File: src/rtl/sram_arb_pkg.sv
// Shared encodings for the sram-like arbiter: transfer sizes, FSM states,
// and the ID width helper used to size channel IDs and the outstanding FIFO.
package sram_arb_pkg;

  localparam logic [1:0] SZ_BYTE = 2'd0;
  localparam logic [1:0] SZ_HALF = 2'd1;
  localparam logic [1:0] SZ_WORD = 2'd2;

  typedef enum logic {
    ST_IDLE   = 1'b0,
    ST_LOCKED = 1'b1
  } arb_state_t;

  // Bits needed to name one of n channels; never less than one bit.
  function automatic int id_width(input int n);
    return (n <= 2) ? 1 : $clog2(n);
  endfunction

endpackage

File: src/rtl/sram_arb_id_fifo.sv
// Outstanding-request ID FIFO: remembers which channel owns each accepted
// request so responses can be routed back in order.
module sram_arb_id_fifo #(
  parameter int DEPTH = 4,
  parameter int ID_W  = 1
) (
  input  logic                   clk,
  input  logic                   resetn,
  input  logic                   push,
  input  logic [ID_W-1:0]        push_id,
  input  logic                   pop,
  output logic                   full,
  output logic                   empty,
  output logic [ID_W-1:0]        head,
  output logic [$clog2(DEPTH):0] count
);

  localparam int AW = $clog2(DEPTH);

  logic [AW:0]     wr_ptr;
  logic [AW:0]     rd_ptr;
  logic [ID_W-1:0] mem [DEPTH];
  logic            do_push;
  logic            do_pop;

  assign do_push = push & ~full;
  assign do_pop  = pop & ~empty;

  // Extra pointer MSB distinguishes full from empty when the low bits match.
  assign empty = (wr_ptr == rd_ptr);
  assign full  = (wr_ptr[AW] != rd_ptr[AW]) && (wr_ptr[AW-1:0] == rd_ptr[AW-1:0]);
  assign head  = mem[rd_ptr[AW-1:0]];
  assign count = wr_ptr - rd_ptr;

  always_ff @(posedge clk or negedge resetn) begin
    if (!resetn) begin
      wr_ptr <= '0;
      rd_ptr <= '0;
    end else begin
      if (do_push) wr_ptr <= wr_ptr + 1'b1;
      if (do_pop)  rd_ptr <= rd_ptr + 1'b1;
    end
  end

  always_ff @(posedge clk) begin
    if (do_push) mem[wr_ptr[AW-1:0]] <= push_id;
  end

endmodule

File: src/rtl/sram_like_arbiter.sv
// N-channel round-robin arbiter onto one sram-like port with in-order response
// routing. Define SRAM_ARB_PROTO_CHECK_EN to build the sticky proto_err detector.
module sram_like_arbiter
  import sram_arb_pkg::*;
#(
  parameter int NUM_CH  = 2,
  parameter int ADDR_W  = 32,
  parameter int DATA_W  = 32,
  parameter int MAX_OUT = 4,
  localparam int CH_W   = id_width(NUM_CH)
) (
  input  logic                         clk,
  input  logic                         resetn,
  input  logic [NUM_CH-1:0]            ch_req,
  input  logic [NUM_CH-1:0]            ch_wr,
  input  logic [2*NUM_CH-1:0]          ch_size,
  input  logic [ADDR_W*NUM_CH-1:0]     ch_addr,
  input  logic [DATA_W*NUM_CH-1:0]     ch_wdata,
  input  logic [(DATA_W/8)*NUM_CH-1:0] ch_wstrb,
  output logic [NUM_CH-1:0]            ch_addr_ok,
  output logic [NUM_CH-1:0]            ch_data_ok,
  output logic [DATA_W-1:0]            ch_rdata,
  output logic                         m_req,
  output logic                         m_wr,
  output logic [1:0]                   m_size,
  output logic [ADDR_W-1:0]            m_addr,
  output logic [DATA_W-1:0]            m_wdata,
  output logic [DATA_W/8-1:0]          m_wstrb,
  input  logic                         m_addr_ok,
  input  logic                         m_data_ok,
  input  logic [DATA_W-1:0]            m_rdata,
  output logic                         proto_err,
  output arb_state_t                   dbg_state,
  output logic [CH_W-1:0]              dbg_rr_ptr,
  output logic [$clog2(MAX_OUT):0]     dbg_out_cnt
);

  // Handshake: a channel holds ch_req and its fields until ch_addr_ok; the
  // downstream accepts when m_req & m_addr_ok, and answers later with m_data_ok.

  arb_state_t      state;
  logic [CH_W-1:0] lock_ch;
  logic [CH_W-1:0] rr_ptr;
  logic [CH_W-1:0] winner;
  logic [CH_W-1:0] sel_ch;
  logic [CH_W-1:0] next_ptr;
  logic [CH_W-1:0] head;
  logic [NUM_CH-1:0] elig;
  logic            any_elig;
  logic            accept;
  logic            pop;
  logic            full;
  logic            empty;

  assign elig = ch_req & {NUM_CH{~full}};

  always_comb begin : rr_pick
    logic [CH_W:0] sum;
    sum      = '0;
    winner   = '0;
    any_elig = 1'b0;
    for (int k = 0; k < NUM_CH; k++) begin
      sum = {1'b0, rr_ptr} + (CH_W+1)'(k);
      if (sum >= (CH_W+1)'(NUM_CH)) sum = sum - (CH_W+1)'(NUM_CH);
      if (!any_elig && elig[sum[CH_W-1:0]]) begin
        any_elig = 1'b1;
        winner   = sum[CH_W-1:0];
      end
    end
  end

  // A locked channel keeps the port even if others become eligible.
  assign sel_ch   = (state == ST_LOCKED) ? lock_ch : winner;
  assign m_req    = resetn & ((state == ST_LOCKED) | any_elig);
  assign accept   = m_req & m_addr_ok;
  assign pop      = resetn & m_data_ok & ~empty;
  assign next_ptr = (sel_ch == CH_W'(NUM_CH - 1)) ? '0 : sel_ch + 1'b1;
  assign ch_rdata = m_rdata;

  always_comb begin
    m_wr    = ch_wr[0];
    m_size  = ch_size[1:0];
    m_addr  = ch_addr[ADDR_W-1:0];
    m_wdata = ch_wdata[DATA_W-1:0];
    m_wstrb = ch_wstrb[DATA_W/8-1:0];
    for (int i = 1; i < NUM_CH; i++) begin
      if (sel_ch == CH_W'(i)) begin
        m_wr    = ch_wr[i];
        m_size  = ch_size[2*i +: 2];
        m_addr  = ch_addr[ADDR_W*i +: ADDR_W];
        m_wdata = ch_wdata[DATA_W*i +: DATA_W];
        m_wstrb = ch_wstrb[(DATA_W/8)*i +: DATA_W/8];
      end
    end
  end

  always_comb begin
    ch_addr_ok = '0;
    ch_data_ok = '0;
    for (int i = 0; i < NUM_CH; i++) begin
      ch_addr_ok[i] = accept && (sel_ch == CH_W'(i));
      ch_data_ok[i] = pop && (head == CH_W'(i));
    end
  end

  always_ff @(posedge clk or negedge resetn) begin
    if (!resetn) begin
      state   <= ST_IDLE;
      lock_ch <= '0;
      rr_ptr  <= '0;
    end else begin
      case (state)
        ST_IDLE: begin
          if (any_elig) begin
            if (m_addr_ok) begin
              rr_ptr <= next_ptr;
            end else begin
              lock_ch <= winner;
              state   <= ST_LOCKED;
            end
          end
        end
        ST_LOCKED: begin
          if (m_addr_ok) begin
            rr_ptr <= next_ptr;
            state  <= ST_IDLE;
          end
        end
        default: state <= ST_IDLE;
      endcase
    end
  end

`ifdef SRAM_ARB_PROTO_CHECK_EN
  always_ff @(posedge clk or negedge resetn) begin
    if (!resetn) begin
      proto_err <= 1'b0;
    end else if (((state == ST_LOCKED) && !ch_req[lock_ch]) || (m_data_ok && empty)) begin
      proto_err <= 1'b1;
    end
  end
`else
  assign proto_err = 1'b0;
`endif

  sram_arb_id_fifo #(
    .DEPTH (MAX_OUT),
    .ID_W  (CH_W)
  ) u_id_fifo (
    .clk     (clk),
    .resetn  (resetn),
    .push    (accept),
    .push_id (sel_ch),
    .pop     (pop),
    .full    (full),
    .empty   (empty),
    .head    (head),
    .count   (dbg_out_cnt)
  );

  assign dbg_state  = state;
  assign dbg_rr_ptr = rr_ptr;

endmodule

File: config.mk
export PLATFORM = sky130hd
export DESIGN_NAME = sram_like_arbiter
export DESIGN_NICKNAME = d
export VERILOG_FILES = /design/src/rtl/sram_arb_pkg.sv /design/src/rtl/sram_arb_id_fifo.sv /design/src/rtl/sram_like_arbiter.sv
export SDC_FILE = /design/constraint.sdc
export NUM_CORES = 1
export LEC_CHECK = 0
export ABC_AREA = 1
export CORE_AREA = 2 2 115 117
export CTS_CLUSTER_SIZE = 16
export DETAILED_ROUTE_END_ITERATION = 7
export DIE_AREA = 0 0 117 119
export PLACE_DENSITY = 0.56
export SYNTH_ARGS = -nofsm -noshare
export SYNTH_HDL_FRONTEND = slang
export SYNTH_SLANG_ARGS = --single-unit
File: constraint.sdc
create_clock -name clk -period 4.1 [get_ports clk]
set_clock_uncertainty 0.2 [all_clocks]
set_input_delay 0.82 -clock clk [delete_from_list [all_inputs] [get_ports clk]]
set_output_delay 0.82 -clock clk [all_outputs]
set_load 0.01 [all_outputs]
==> load_flow_metrics.sql <==
INSERT INTO impl_metrics (metric_group, metric, value, unit) VALUES
('clock_network', 'ctsHoldBuffers', '0', ''),
('drt', 'wirelength', '9010', 'um'),
('critical_path', 'cpMaxStageDelayCell', 'sky130_fd_sc_hd__clkdlybuf4s50_1', ''),
('timing', 'timing.hold.ws', '0.311', 'ns'),
('grt', 'grt_util_all_layers', '11.2', '%'),
('critical_path', 'timing.critical_path.slowest_cell_delay', '0.54', 'ns'),
('synthesis', 'fraction_of_synthesized_area_in_multiplexers', '0', '%'),
('floorplanning', 'fp.dieW', '117', 'um'),
('synthesis', 'netlist_area', '0.00202', 'mm2'),
('layout', 'postLayoutCellArea', '0.00427', 'mm2'),
('timing', 'fin_setup_tns', '0', 'ns'),
('critical_path', 'critPathRequiredTime', '3.08', 'ns'),
('synthesis', 'synth_compound_area_share', '3.53', '%'),
('clock_network', 'clock_path_buffers', '2', ''),
('critical_path', 'timing.critical_path.buf_inv', '5', ''),
('pwr', 'pwr_density_cell', '544', 'mW/mm2'),
('synthesis', 'postSynthAreaPerCell', '5.65', 'um2'),
('timing', 'timing.final.setup_violations', '0', ''),
('pwr', 'ir_drop', '0.000212', 'V'),
('layout', 'diodes', '0', ''),
('synthesis', 'post_synth_fa_ha_maj_area_fraction', '5.32', '%'),
('timing', 'final_min_period_over_clock_period', '93.6', '%'),
('clock_network', 'clk_latency', '0.24', 'ns'),
('synthesis', 'dominant_combinational_cell_family_by_area_after_synthesis', 'simple AND/OR/NAND/NOR gates', ''),
('placed_design', 'hpwlAfterDp', '7500', 'um'),
('layout', 'drive_above_1_share', '2.38', '%'),
('grt', 'grt_max_degree', '44', ''),
('clock_network', 'cts.repair_timing.setup_buffer_count', '0', ''),
('layout', 'sequential_cell_area', '345', 'um2'),
('grt', 'antenna_found_initial', '0', ''),
('placed_design', 'place_congestion', '0.713', ''),
('floorplanning', 'die_h', '119', 'um'),
('drt', 'postRouteAntennaNets', '0', ''),
('timing', 'timing.final.max_slew_violations', '0', ''),
('synthesis', 'synthesis.instances', '358', ''),
('drt', 'drt-pass1-iter-count', '4', ''),
('layout', 'multiInputGateArea', '0.00119', 'mm2'),
('grt', 'vias_in_the_first_global_route', '2554', ''),
('drt', 'routed_wire_length_per_instance', '12.5', 'um'),
('run', 'max_cap_viol_count', '0', ''),
('run_status', 'outcome', 'finished, final reports clean', ''),
('critical_path', 'cell_chain_critical_path', 'clkdlybuf4s50_1 > inv_1 > nor2_1 > nor2_1 > nand3_1 > o21ai_4 > inv_2 > buf_4 > nand2_1 > nand2_1 > clkdlybuf4s50_1', ''),
('critical_path', 'timing.setup.critical_path_class', 'primary input to primary output', ''),
('min_path', 'hold_path_class', 'register to register', ''),
('synthesis', 'synth.net_count', '546', ''),
('placed_design', 'buffer_ports.inserted', '228', ''),
('layout', 'fin_nets', '736', ''),
('timing', 'finalWorstPathRequiredPeriod', '3.84', 'ns'),
('pwr', 'power_leakage', '2.01', 'nW'),
('clock_network', 'numClockSinks', '13', ''),
('drt', 'via_count', '2813', ''),
('critical_path', 'kind_of_launch_point_of_the_worst_setup_path', 'primary input', ''),
('drt', 'post-route-drc-count', '0', ''),
('critical_path', 'worstSetupEndpointType', 'primary output', ''),
('floorplanning', 'initial_utilization', '15.7', '%'),
('drt', 'drt_first_iter_violations', '93', ''),
('clock_network', 'clock_tree.htree_level_count', '1', ''),
('timing', 'timing.final.hold_violations', '0', ''),
('clock_network', 'cts_resized', '0', ''),
('layout', 'fill_cells', '1404', ''),
('synthesis', 'synth-seq-cells', '13', ''),
('placed_design', 'placed_cell_area', '0.00419', 'mm2'),
('clock_network', 'clock_tree.root_cell', 'sky130_fd_sc_hd__clkbuf_16', ''),
('drt', 'via_density_per_instance', '3.89', ''),
('floorplanning', 'floorplan.die_area', '0.0139', 'mm2'),
('timing', 'setup_repair_after_global_routing_missed_its_margin', 'no', ''),
('synthesis', 'synthSimpleGateAreaFrac', '47.6', '%'),
('synthesis', 'yosysSeqAreaShare', '17.1', '%'),
('timing', 'max_clock_freq', '260', 'MHz'),
('critical_path', 'cp_data_arrival_time', '2.82', 'ns'),
('floorplanning', 'core-area', '0.0129', 'mm2');
## registers in the layout, indices dropped and copies added (netlist names)
register,count
dbg_state,1
lock_ch,1
u_id_fifo.mem,4
dbg_rr_ptr,1
u_id_fifo.wr_ptr,3
u_id_fifo.rd_ptr,3
## path summary, 6_finish.rpt
kind | cells after the start | slack [ns] | from | to
max | 11 | 0.26 | ch_req[0] | m_size[1]
min | 2 | 0.31 | lock_ch$_DFFE_PN0P_ | lock_ch$_DFFE_PN0P_
max reg2reg | 11 | 1.93 | u_id_fifo.wr_ptr[0]$_DFFE_PN0P_ | dbg_rr_ptr$_DFFE_PN0P_
min reg2reg | 2 | 0.31 | lock_ch$_DFFE_PN0P_ | lock_ch$_DFFE_PN0P_
max in group asynchronous | 2 | 2.74 | resetn | dbg_rr_ptr$_DFFE_PN0P_
min in group asynchronous | 1 | 0.58 | resetn | u_id_fifo.rd_ptr[0]$_DFFE_PN0P_
## logic make-up after synthesis
| logic type | after synthesis |
|---|---|
| DFF | 13 |
| buffers and inverters | 69 |
| and+or+nand+nor | 253 |
| AOI/OAI and AO/OA | 10 |
| other | 1 |
| xor gates and xnor gates | 4 |
| adders and majority gates | 8 |
## report_power, final
part,switching (mW),leakage (nW),internal (mW),total [mW]
clock,0.0541,0.0382,0.131,0.185
sequential,0.0454,0.145,0.187,0.233
combinational,0.910,1.82,0.993,1.90
total,1.01,2.01,1.31,2.32
## worst reg2reg max path, cell delays in order, from the launching register on
cell and delay, ns:
sky130_fd_sc_hd__dfrtp_1 0.40, sky130_fd_sc_hd__inv_1 0.12, sky130_fd_sc_hd__ha_1 0.31, sky130_fd_sc_hd__nand2_1 0.06, sky130_fd_sc_hd__inv_1 0.08, sky130_fd_sc_hd__nand3_2 0.12, sky130_fd_sc_hd__nand3_1 0.15, sky130_fd_sc_hd__o21ai_4 0.11
sky130_fd_sc_hd__inv_2 0.09, sky130_fd_sc_hd__buf_4 0.30, sky130_fd_sc_hd__nand2_1 0.11, sky130_fd_sc_hd__nand2_1 0.07
## cells in the mapped netlist
master / n / area, um2
sky130_fd_sc_hd__nand2_1: 235 / 882
sky130_fd_sc_hd__buf_4: 33 / 248
sky130_fd_sc_hd__inv_1: 19 / 71.3
sky130_fd_sc_hd__buf_6: 15 / 169
sky130_fd_sc_hd__nor2_1: 13 / 48.8
sky130_fd_sc_hd__dfrtp_1: 9 / 225
sky130_fd_sc_hd__ha_1: 7 / 87.6
sky130_fd_sc_hd__edfxtp_1: 4 / 120
sky130_fd_sc_hd__a21oi_1: 3 / 15.0
sky130_fd_sc_hd__o21ai_0: 3 / 15.0
sky130_fd_sc_hd__inv_2: 2 / 7.51
sky130_fd_sc_hd__nand3_1: 2 / 10.0
sky130_fd_sc_hd__xnor2_1: 2 / 17.5
sky130_fd_sc_hd__xor2_1: 2 / 17.5
sky130_fd_sc_hd__a32o_1: 1 / 10.0
sky130_fd_sc_hd__conb_1: 1 / 3.75
sky130_fd_sc_hd__fa_1: 1 / 20.0
sky130_fd_sc_hd__nand3_2: 1 / 10.0
sky130_fd_sc_hd__nand4_1: 1 / 6.26
sky130_fd_sc_hd__nor2b_1: 1 / 6.26
sky130_fd_sc_hd__o2111ai_2: 1 / 15.0
sky130_fd_sc_hd__o21ai_2: 1 / 8.76
sky130_fd_sc_hd__o31ai_1: 1 / 7.51
## area by class of cell
type	instances	area share (%)
Sequential cell	13	8.09
Multi-Input combinational cell	276	27.8
Tap cell	176	5.16
Clock buffer	4	1.85
Inverter	21	1.85
Timing Repair Buffer	233	55.2
## cell usage in the layout, fill, tap and decap left out
master                            synthesis  layout
sky130_fd_sc_hd__nand2_1                235     235
sky130_fd_sc_hd__clkdlybuf4s50_1          0     228
sky130_fd_sc_hd__inv_1                   19      19
sky130_fd_sc_hd__nor2_1                  13      13
sky130_fd_sc_hd__dfrtp_1                  9       9
sky130_fd_sc_hd__ha_1                     7       7
sky130_fd_sc_hd__edfxtp_1                 4       4
sky130_fd_sc_hd__a21oi_1                  3       3
sky130_fd_sc_hd__o21ai_0                  3       3
sky130_fd_sc_hd__clkbuf_16                0       3
sky130_fd_sc_hd__buf_12                   0       3
sky130_fd_sc_hd__inv_2                    2       2
sky130_fd_sc_hd__nand3_1                  2       2
sky130_fd_sc_hd__xnor2_1                  2       2
sky130_fd_sc_hd__xor2_1                   2       2
sky130_fd_sc_hd__buf_4                   33       2
sky130_fd_sc_hd__nand3_2                  1       1
sky130_fd_sc_hd__o21ai_4                  0       1
sky130_fd_sc_hd__o2111ai_2                1       1
sky130_fd_sc_hd__a32o_1                   1       1
sky130_fd_sc_hd__nor2b_1                  1       1
sky130_fd_sc_hd__o31ai_1                  1       1
sky130_fd_sc_hd__nand4_1                  1       1
sky130_fd_sc_hd__fa_1                     1       1
sky130_fd_sc_hd__conb_1                   1       1
sky130_fd_sc_hd__clkbuf_1                 0       1
## metrics by stage
stage | util, % | worst slack [ns] | power (mW)
2_1_floorplan | - | 1.44 | 1.25
3_3_place_gp | 32.5 | 0.277 | 2.14
3_5_place_dp | 32.5 | 0.264 | 2.16
4_1_cts | 33.2 | 0.256 | 2.36
5_1_grt | 33.2 | 0.135 | 2.52
6_report | 33.2 | 0.261 | 2.32
## per-layer routing
metal	share of wire, %	up-vias	track usage, %	routed length, um
li1	-	1413	-	-
met1	37	1213	12.0	3340
met2	48	176	20.6	4330
met3	14	11	4.27	1220
met4	1.2	0	2.65	112
met5	0	-	0	0
Power figures use the tool's default switching activity.
